`src/rtl/serializer_pkg.sv`:
```
// Shared types and constants for the bit serializer slice.
package serializer_pkg;

    localparam int unsigned SER_WIDTH_DEF = 8;

    typedef enum logic [0:0] {S_IDLE, S_SHIFT} ser_state_e;

    function automatic int unsigned cnt_w(input int unsigned width);
        return $clog2(width);
    endfunction

endpackage

```
`src/rtl/ser_hold_buf.sv`:
```
// One-entry skid register: parks the next word while the current one is still shifting.
module ser_hold_buf
    import serializer_pkg::*;
#(
    parameter int unsigned WIDTH = SER_WIDTH_DEF
) (
    input  logic             clk,
    input  logic             rst,
    input  logic [WIDTH-1:0] in_data,
    input  logic             load,
    input  logic             drain,
    output logic [WIDTH-1:0] hold_data,
    output logic             hold_full,
    output logic             in_ready
);

    logic [WIDTH-1:0] hold_reg_q, hold_reg_d;
    logic             hold_full_q, hold_full_d;

    // load and drain are mutually exclusive: load needs a non-finishing word, drain a finishing one
    always_comb begin
        hold_reg_d  = hold_reg_q;
        hold_full_d = hold_full_q;
        if (drain) begin
            hold_full_d = 1'b0;
        end else if (load) begin
            hold_reg_d  = in_data;
            hold_full_d = 1'b1;
        end
    end

    always_ff @(posedge clk or negedge rst) begin
        if (!rst) begin
            hold_reg_q  <= '0;
            hold_full_q <= 1'b0;
        end else begin
            hold_reg_q  <= hold_reg_d;
            hold_full_q <= hold_full_d;
        end
    end

    assign hold_data = hold_reg_q;
    assign hold_full = hold_full_q;
    assign in_ready  = !hold_full_q;

endmodule

```
`src/rtl/bit_serializer.sv`:
```
// Parallel-to-serial stage: WIDTH-bit words in over valid/ready, one bit per enabled clock out.
module bit_serializer
    import serializer_pkg::*;
#(
    parameter int unsigned WIDTH     = SER_WIDTH_DEF,
    parameter bit          MSB_FIRST = 1'b1,
    parameter bit          IDLE_BIT  = 1'b0
) (
    input  logic             clk,
    input  logic             rst,
    input  logic [WIDTH-1:0] in_data,
    input  logic             in_valid,
    output logic             in_ready,
    input  logic             en,
    output logic             ser_out,
    output logic             ser_valid,
    output logic             ser_last,
    output logic             busy
);

    localparam int unsigned     CntW    = cnt_w(WIDTH);
    localparam logic [CntW-1:0] LastCnt = CntW'(WIDTH - 1);

    ser_state_e       state_q, state_d;
    logic [WIDTH-1:0] shift_q, shift_d;
    logic [CntW-1:0]  bit_cnt_q, bit_cnt_d;

    logic             active, accept, finishing;
    logic             hold_load, hold_drain, hold_full;
    logic [WIDTH-1:0] hold_data;

    assign active     = (state_q == S_SHIFT);
    assign accept     = in_valid && in_ready;
    assign finishing  = active && en && (bit_cnt_q == LastCnt);
    assign hold_load  = active && !finishing && accept;
    assign hold_drain = finishing && hold_full;

    ser_hold_buf #(
        .WIDTH(WIDTH)
    ) u_hold (
        .clk      (clk),
        .rst      (rst),
        .in_data  (in_data),
        .load     (hold_load),
        .drain    (hold_drain),
        .hold_data(hold_data),
        .hold_full(hold_full),
        .in_ready (in_ready)
    );

    always_comb begin
        state_d   = state_q;
        shift_d   = shift_q;
        bit_cnt_d = bit_cnt_q;
        unique case (state_q)
            S_IDLE: begin
                if (accept) begin
                    shift_d   = in_data;
                    bit_cnt_d = '0;
                    state_d   = S_SHIFT;
                end
            end
            S_SHIFT: begin
                if (finishing) begin
                    // Held word wins; otherwise a fresh word can go straight into the shifter
                    if (hold_full) begin
                        shift_d   = hold_data;
                        bit_cnt_d = '0;
                    end else if (accept) begin
                        shift_d   = in_data;
                        bit_cnt_d = '0;
                    end else begin
                        state_d = S_IDLE;
                    end
                end else if (en) begin
                    shift_d   = MSB_FIRST ? {shift_q[WIDTH-2:0], 1'b0}
                                          : {1'b0, shift_q[WIDTH-1:1]};
                    bit_cnt_d = bit_cnt_q + CntW'(1);
                end
            end
        endcase
    end

    always_ff @(posedge clk or negedge rst) begin
        if (!rst) begin
            state_q   <= S_IDLE;
            shift_q   <= '0;
            bit_cnt_q <= '0;
        end else begin
            state_q   <= state_d;
            shift_q   <= shift_d;
            bit_cnt_q <= bit_cnt_d;
        end
    end

    assign ser_valid = active;
    assign ser_out   = active ? (MSB_FIRST ? shift_q[WIDTH-1] : shift_q[0]) : IDLE_BIT;
    assign ser_last  = active && (bit_cnt_q == LastCnt);
    assign busy      = active || hold_full;

endmodule

```
`config.mk`:
```
export PLATFORM = sky130hd
export DESIGN_NAME = bit_serializer
export DESIGN_NICKNAME = d
export VERILOG_FILES = /design/src/rtl/serializer_pkg.sv /design/src/rtl/ser_hold_buf.sv /design/src/rtl/bit_serializer.sv
export SDC_FILE = /design/constraint.sdc
export NUM_CORES = 1
export LEC_CHECK = 0
export ABC_AREA = 0
export CORE_MARGIN = 2
export CORE_UTILIZATION = 40
export DETAILED_ROUTE_END_ITERATION = 10
export PLACE_DENSITY_LB_ADDON = 0.12
export SETUP_SLACK_MARGIN = 0.05
export SLEW_MARGIN = 30
export SYNTH_ARGS = -nofsm -noshare
export SYNTH_HDL_FRONTEND = slang
export SYNTH_HIERARCHICAL = 1
export SYNTH_SLANG_ARGS = --single-unit
```
`constraint.sdc`:
```
create_clock -name clk -period 5.1 [get_ports clk]
set_input_delay 0.51 -clock clk [delete_from_list [all_inputs] [get_ports clk]]
set_output_delay 0.51 -clock clk [all_outputs]
set_load 0.1 [all_outputs]
```
==> flow_metrics.py, run 1 <==
metrics = {
    "layout": {
        "diodes": 0,
        "area.growth.synth_to_final_pct": 12.5,
        "nNetsFinal": 148,
        "drive_above_1_share_pct": 18.0,
        "final_area_um2": 1460,
        "nFillCells": 313,
        "final_util_pct": 47.4,
    },
    "clock_network": {
        "cts_buffers": 3,
        "cts_hold_buffers": 0,
        "numClockSinks": 21,
        "cts_buffer_depth": 2,
        "htree_levels": 1,
        "cts_resized": 0,
        "cts_tree": "yes",
        "cts-root-buf": "clkbuf_4",
        "clkLatencyLatePin_ns": 0.30,
        "path_clk_slew_ns": 0.13,
        "postCtsSetupRepairBufs": 0,
    },
    "yosys": {
        "yosysUniqueCellTypes": 31,
        "synth_top_area_share_pct": 40.5,
        "ys_top_cells_by_area": "dfrtp_1, o2111ai_1, mux2_4",
        "syn_area_um2": 1300,
        "synth.avg_cell_area_um2": 10.5,
        "seq_area_frac_synth_pct": 40.5,
        "syn_nets": 138,
        "ys_ff_latch": 21,
        "synth_top_area_cell": "dfrtp_1",
        "ys_warn_count": 6,
        "synthCells": 124,
    },
    "floorplan": {
        "die-area_um2": 3720,
        "num_io_pins": 17,
        "start_util_pct": 42.2,
        "design.core.area_um2": 3080,
        "die_h_um": 61.0,
        "rows": 20,
        "fp.dieW_um": 61.0,
    },
    "global_route": {
        "grt_pass1_wl_mm": 4.78,
        "track_usage_pct": 17.7,
        "overflow": 0,
        "grt_pass1_vias": 980,
        "antenna_found_initial": 0,
        "grt_max_degree": 22,
    },
    "placed_design": {
        "hpwl_mm": 1.92,
        "postPlaceCellArea_um2": 1430,
        "io_buffers": 16,
        "gp_congestion": 0.763,
    },
    "sta": {
        "fin_skew_ns": 0.0117,
        "finalMaxSlewViolations": 0,
        "setup_violations": 0,
        "max-slew-margin-rel_pct": 35.3,
        "max_freq_mhz": 325,
        "final-hold-violation-count": 0,
        "tightest_slew_ns": 0.968,
        "min_period_ns": 3.08,
        "fin_crit_sh_pct": 60.3,
        "whs_ns": 0.144,
        "rsz0062_at_grt": "false",
        "setup_tns_ns": 0,
    },
    "worst_setup_path": {
        "cp-end-kind": "primary output",
        "critPathSlowestCell": "clkdlybuf4s50_1",
        "cp-start-kind": "flip-flop",
        "critPathTopFamily": "buffers and inverters",
        "cp_slowest_stage_delay_ns": 1.12,
        "cp_max_fo": 15,
        "cpMostUsedCell": "ha_1",
        "criticalPathCategory": "flip-flop to primary output",
        "cp.buffers_inverters": 1,
        "critPathRequiredTime_ns": 4.59,
        "cp.arrival_ns": 2.57,
        "cp_cell_sequence": "ha_1 -> ha_1 -> and2_1 -> clkdlybuf4s50_1",
    },
    "route": {
        "wirelength_mm": 2.87,
        "dr.pass1.iters": 4,
        "drc": 0,
        "postRouteAntennaNets": 0,
        "detail_route.wl_per_cell_um": 16.2,
        "drt_iter0_drc": 30,
        "via_count": 966,
        "vias_per_cell": 5.46,
    },
    "power_and_ir_drop": {
        "power_density_nw_per_um2": 499,
        "ir_drop_mv": 0.195,
        "p_leak_nw": 0.633,
    },
    "hold_path": {
        "worstHoldPathType": "input pin to async pin",
    },
    "outcome": {
        "status": "finished clean",
    },
    "job": {
        "max_cap_violations": 0,
    },
}
routing by layer:
layer  GRT usage (%)  vias to the layer above  share of wire, %
met3            2.56                        2               3.3
li1                -                      472                 -
met5               0                        -                 0
met4            5.59                        0              0.52
met2            26.9                       17                47
met1            26.0                      475                49
synthesized netlist by cell type:
cell type and instances:
nor2b_4 1, nor3_1 1, inv_1 11, o21ai_0 3
o2111ai_1 15, a22o_1 4, ha_1 2, buf_2 6
o21ai_1 6, o21ai_2 1, dfrtp_1 21, and2b_4 1
buf_4 1, nor2_1 3, and4_1 2, or2_2 1
and4_2 6, o211ai_1 1, o22ai_1 1, and3b_1 2
and2b_1 8, clkbuf_1 1, nand2_1 9, inv_2 1
buf_6 3, mux2i_1 1, o21a_1 1, a211oi_1 1
and2_1 1, nor2b_1 1, mux2_4 8
placed cells by master (no fill, tap or decap), types with 2 or more instances in the layout:
cell type and n:
clkbuf_4 3, nand2_1 9, o21ai_1 6, and4_2 6, and4_1 2, o21ai_0 3, a22o_1 4, mux2_4 8
nor2_1 3, ha_1 2, dfrtp_1 21, and3b_1 2, clkdlybuf4s50_1 15, and2b_1 8, inv_1 11, o2111ai_1 15
where the power goes:
group          leakage, nW   total, W  switching, W  internal, W
Combinational        0.356   0.000350      0.000203     0.000147
Clock               0.0177  0.0000813     0.0000521    0.0000292
Sequential           0.260   0.000297     0.0000604     0.000236
Total                0.633   0.000728      0.000316     0.000412
worst register-to-register path, cell delays in order, from the launching register on:
cell	delay, ns
dfrtp_1	0.54
inv_1	0.36
nand2_1	0.18
a211oi_1	0.33
nor2b_4	0.44
mux2_4	0.34
cell families after synthesis:
kind of cell             share of synthesized area, %
AO/OA/AOI/OAI                                    19.2
adder cells (fa/ha/maj)                          1.93
buffers and inverters                            9.26
flip-flops                                       40.5
multiplexers                                     10.0
AND/OR/NAND/NOR                                  19.1
registers in the layout, indices dropped and copies added, names as in the netlist:
signal            count
bit_cnt_q             3
u_hold/hold_data      8
shift_q               8
u_hold/hold_full      1
ser_valid             1
metrics by stage:
step / cells / total power, W / setup WS, ns
CTS: 177 / 0.000737 / 1.99
finish: 177 / 0.000728 / 2.02
global placement: 173 / 0.000644 / 2.37
global route: 177 / 0.000776 / 1.86
detailed placement: 173 / 0.000651 / 2.34
floorplan: 124 / 0.000574 / 2.00
worst paths after layout:
kind | start | endpoint | slack [ns] | depth (start not counted)
worst max-delay path | bit_cnt_q[1] | ser_last | 2.02 | 4
worst min-delay path | rst | u_hold/hold_data[5] | 0.14 | 1
worst max register to register | u_hold/hold_full | u_hold/hold_data[3] | 2.81 | 5
worst min register to register | u_hold/hold_data[2] | u_hold/hold_data[2] | 0.52 | 1
max in group asynchronous | rst | u_hold/hold_full | 4.61 | 1
min in group clk | u_hold/hold_data[2] | u_hold/hold_data[2] | 0.52 | 1
final cells by class:
type                    count  area (µm²)  area share [%]
flip-flops and latches     21         526            36.0
repair buffers             16         155            10.6
clock inverters             1        5.00           0.343
well taps                  44        55.1            3.77
multi-input cells          80         652            44.6
inverters                  12        45.0            3.08
clock buffers               3        22.5            1.54
Power figures use the tool's default switching activity.
==> inputs of run 2 (changes only) <==
==> constraint.sdc (replaced) <==
create_clock -name clk -period 3.2 [get_ports clk]
set_input_delay 0.32 -clock clk [delete_from_list [all_inputs] [get_ports clk]]
set_output_delay 0.32 -clock clk [all_outputs]
set_load 0.1 [all_outputs]
==> flow_metrics.py, run 2 (synthesis results as in run 1) <==
metrics = {
    "route": {
        "postRouteAntennaNets": 0,
        "drt_iter0_drc": 45,
        "dr.pass1.iters": 4,
        "wirelength_mm": 2.97,
        "via_count": 985,
        "vias_per_cell": 5.50,
        "drc": 0,
        "detail_route.wl_per_cell_um": 16.6,
    },
    "floorplan": {
        "design.core.area_um2": 3080,
        "die-area_um2": 3720,
        "num_io_pins": 17,
        "fp.dieW_um": 61.0,
        "start_util_pct": 42.2,
        "die_h_um": 61.0,
        "rows": 20,
    },
    "worst_setup_path": {
        "cp-end-kind": "flip-flop",
        "cp_max_fo": 14,
        "criticalPathCategory": "flip-flop to flip-flop",
        "cp_slowest_stage_delay_ns": 0.55,
        "critPathRequiredTime_ns": 3.41,
        "cp_cell_sequence": "inv_1 -> nand2_1 -> a211oi_1 -> nor2b_4 -> mux2_4",
        "critPathSlowestCell": "dfrtp_1",
        "critPathTopFamily": "simple AND/OR/NAND/NOR gates",
        "cp.arrival_ns": 2.45,
        "cp.buffers_inverters": 1,
        "cp-start-kind": "flip-flop",
    },
    "clock_network": {
        "cts_buffer_depth": 2,
        "numClockSinks": 21,
        "cts-root-buf": "clkbuf_4",
        "htree_levels": 1,
        "clkLatencyLatePin_ns": 0.32,
        "cts_hold_buffers": 1,
        "postCtsSetupRepairBufs": 0,
        "cts_resized": 0,
        "cts_tree": "yes",
        "cts_buffers": 3,
        "path_clk_slew_ns": 0.14,
    },
    "layout": {
        "area.growth.synth_to_final_pct": 12.8,
        "final_cells": 179,
        "layout_common_cells": "dfrtp_1, o2111ai_1, inv_1",
        "diodes": 0,
        "nFillCells": 315,
        "mostFrequentLayoutCell": "dfrtp_1",
        "drive_above_1_share_pct": 21.5,
        "final_area_um2": 1460,
        "nNetsFinal": 150,
    },
    "hold_path": {
        "worstHoldPathType": "input pin to async pin",
    },
    "global_route": {
        "grt_pass1_vias": 1013,
        "antenna_found_initial": 0,
        "grt_max_degree": 22,
        "grt_pass1_wl_mm": 5.10,
        "track_usage_pct": 18.9,
        "overflow": 0,
    },
    "power_and_ir_drop": {
        "power_density_nw_per_um2": 798,
        "ir_drop_mv": 0.372,
        "p_leak_nw": 0.645,
        "finalPower_w": 0.00117,
    },
    "placed_design": {
        "postPlaceCellArea_um2": 1430,
        "hpwl_mm": 1.98,
        "dp_cells": 174,
        "gp_congestion": 0.779,
        "io_buffers": 16,
        "preCtsSetupSlack_ns": 0.874,
    },
    "sta": {
        "setup_tns_ns": 0,
        "fin_ws_ns": 0.955,
        "final-hold-violation-count": 0,
        "setup_violations": 0,
        "fin_crit_sh_pct": 70.2,
        "finalMaxSlewViolations": 0,
        "max_freq_mhz": 445,
        "max-slew-margin-rel_pct": 65.4,
        "rsz0062_at_grt": "false",
        "min_period_ns": 2.25,
        "fin_skew_ns": 0.0147,
        "tightest_slew_ns": 0.520,
    },
    "outcome": {
        "status": "finished clean",
    },
    "job": {
        "max_cap_violations": 0,
    },
}
## run 2: cell types whose count changed in the layout (fill, tap and decap cells not counted)
cell and change:
buf_4 +6, clkdlybuf4s50_1 -5, clkbuf_1 +1, clkinv_2 -1, dlygate4sd3_1 +1
## run 2: final timing paths
| kind | end | slack (ns) | start | cells past startpoint |
|---|---|---|---|---|
| max in group asynchronous | u_hold/hold_data[1] | 2.36 | rst | 2 |
| worst min-delay path | shift_q[5] | 0.48 | rst | 2 |
| worst max-delay path | u_hold/hold_data[4] | 0.95 | u_hold/hold_full | 5 |
| min in group clk | u_hold/hold_data[7] | 0.52 | u_hold/hold_data[7] | 1 |
| worst max register to register | u_hold/hold_data[4] | 0.95 | u_hold/hold_full | 5 |
| worst min register to register | u_hold/hold_data[7] | 0.52 | u_hold/hold_data[7] | 1 |
## run 2: power by group
| part | internal, W | switching (W) | leakage, nW | total, W |
|---|---|---|---|---|
| Sequential | 0.000377 | 0.000100 | 0.260 | 0.000477 |
| Combinational | 0.000229 | 0.000323 | 0.370 | 0.000553 |
| Clock | 0.0000488 | 0.0000903 | 0.0150 | 0.000139 |
| Total | 0.000655 | 0.000514 | 0.645 | 0.00117 |
## run 2: worst register-to-register path, delay by kind of cell (launching register included)
family / cells / cell delay, ns
simple gates: 2 / 0.59
flops: 1 / 0.55
buf+inv: 1 / 0.34
mux: 1 / 0.34
compound gates: 1 / 0.32
## run 2: area by class of cell
cell class / instances / area (µm²) / area share [%]
clock buffers: 4 / 26.3 / 1.79
inverters: 12 / 45.0 / 3.08
multi-input cells: 80 / 652 / 44.5
flip-flops and latches: 21 / 526 / 35.9
well taps: 44 / 55.1 / 3.76
repair buffers: 18 / 160 / 10.9
## run 2: per-layer routing
metal	up-vias	GRT usage (%)	share of wire, %
li1	479	-	-
met1	466	27.5	50
met2	35	28.1	42
met3	5	3.20	6.7
met4	0	7.14	1.4
met5	-	0	0
## run 2: stage by stage
stage               utilization [%]  hold WS [ns]
global route                   47.6         0.537
detailed placement             46.4         0.323
CTS                            47.6         0.515
floorplan                         -        0.0244
global placement               46.5         0.492
finish                         47.6         0.482
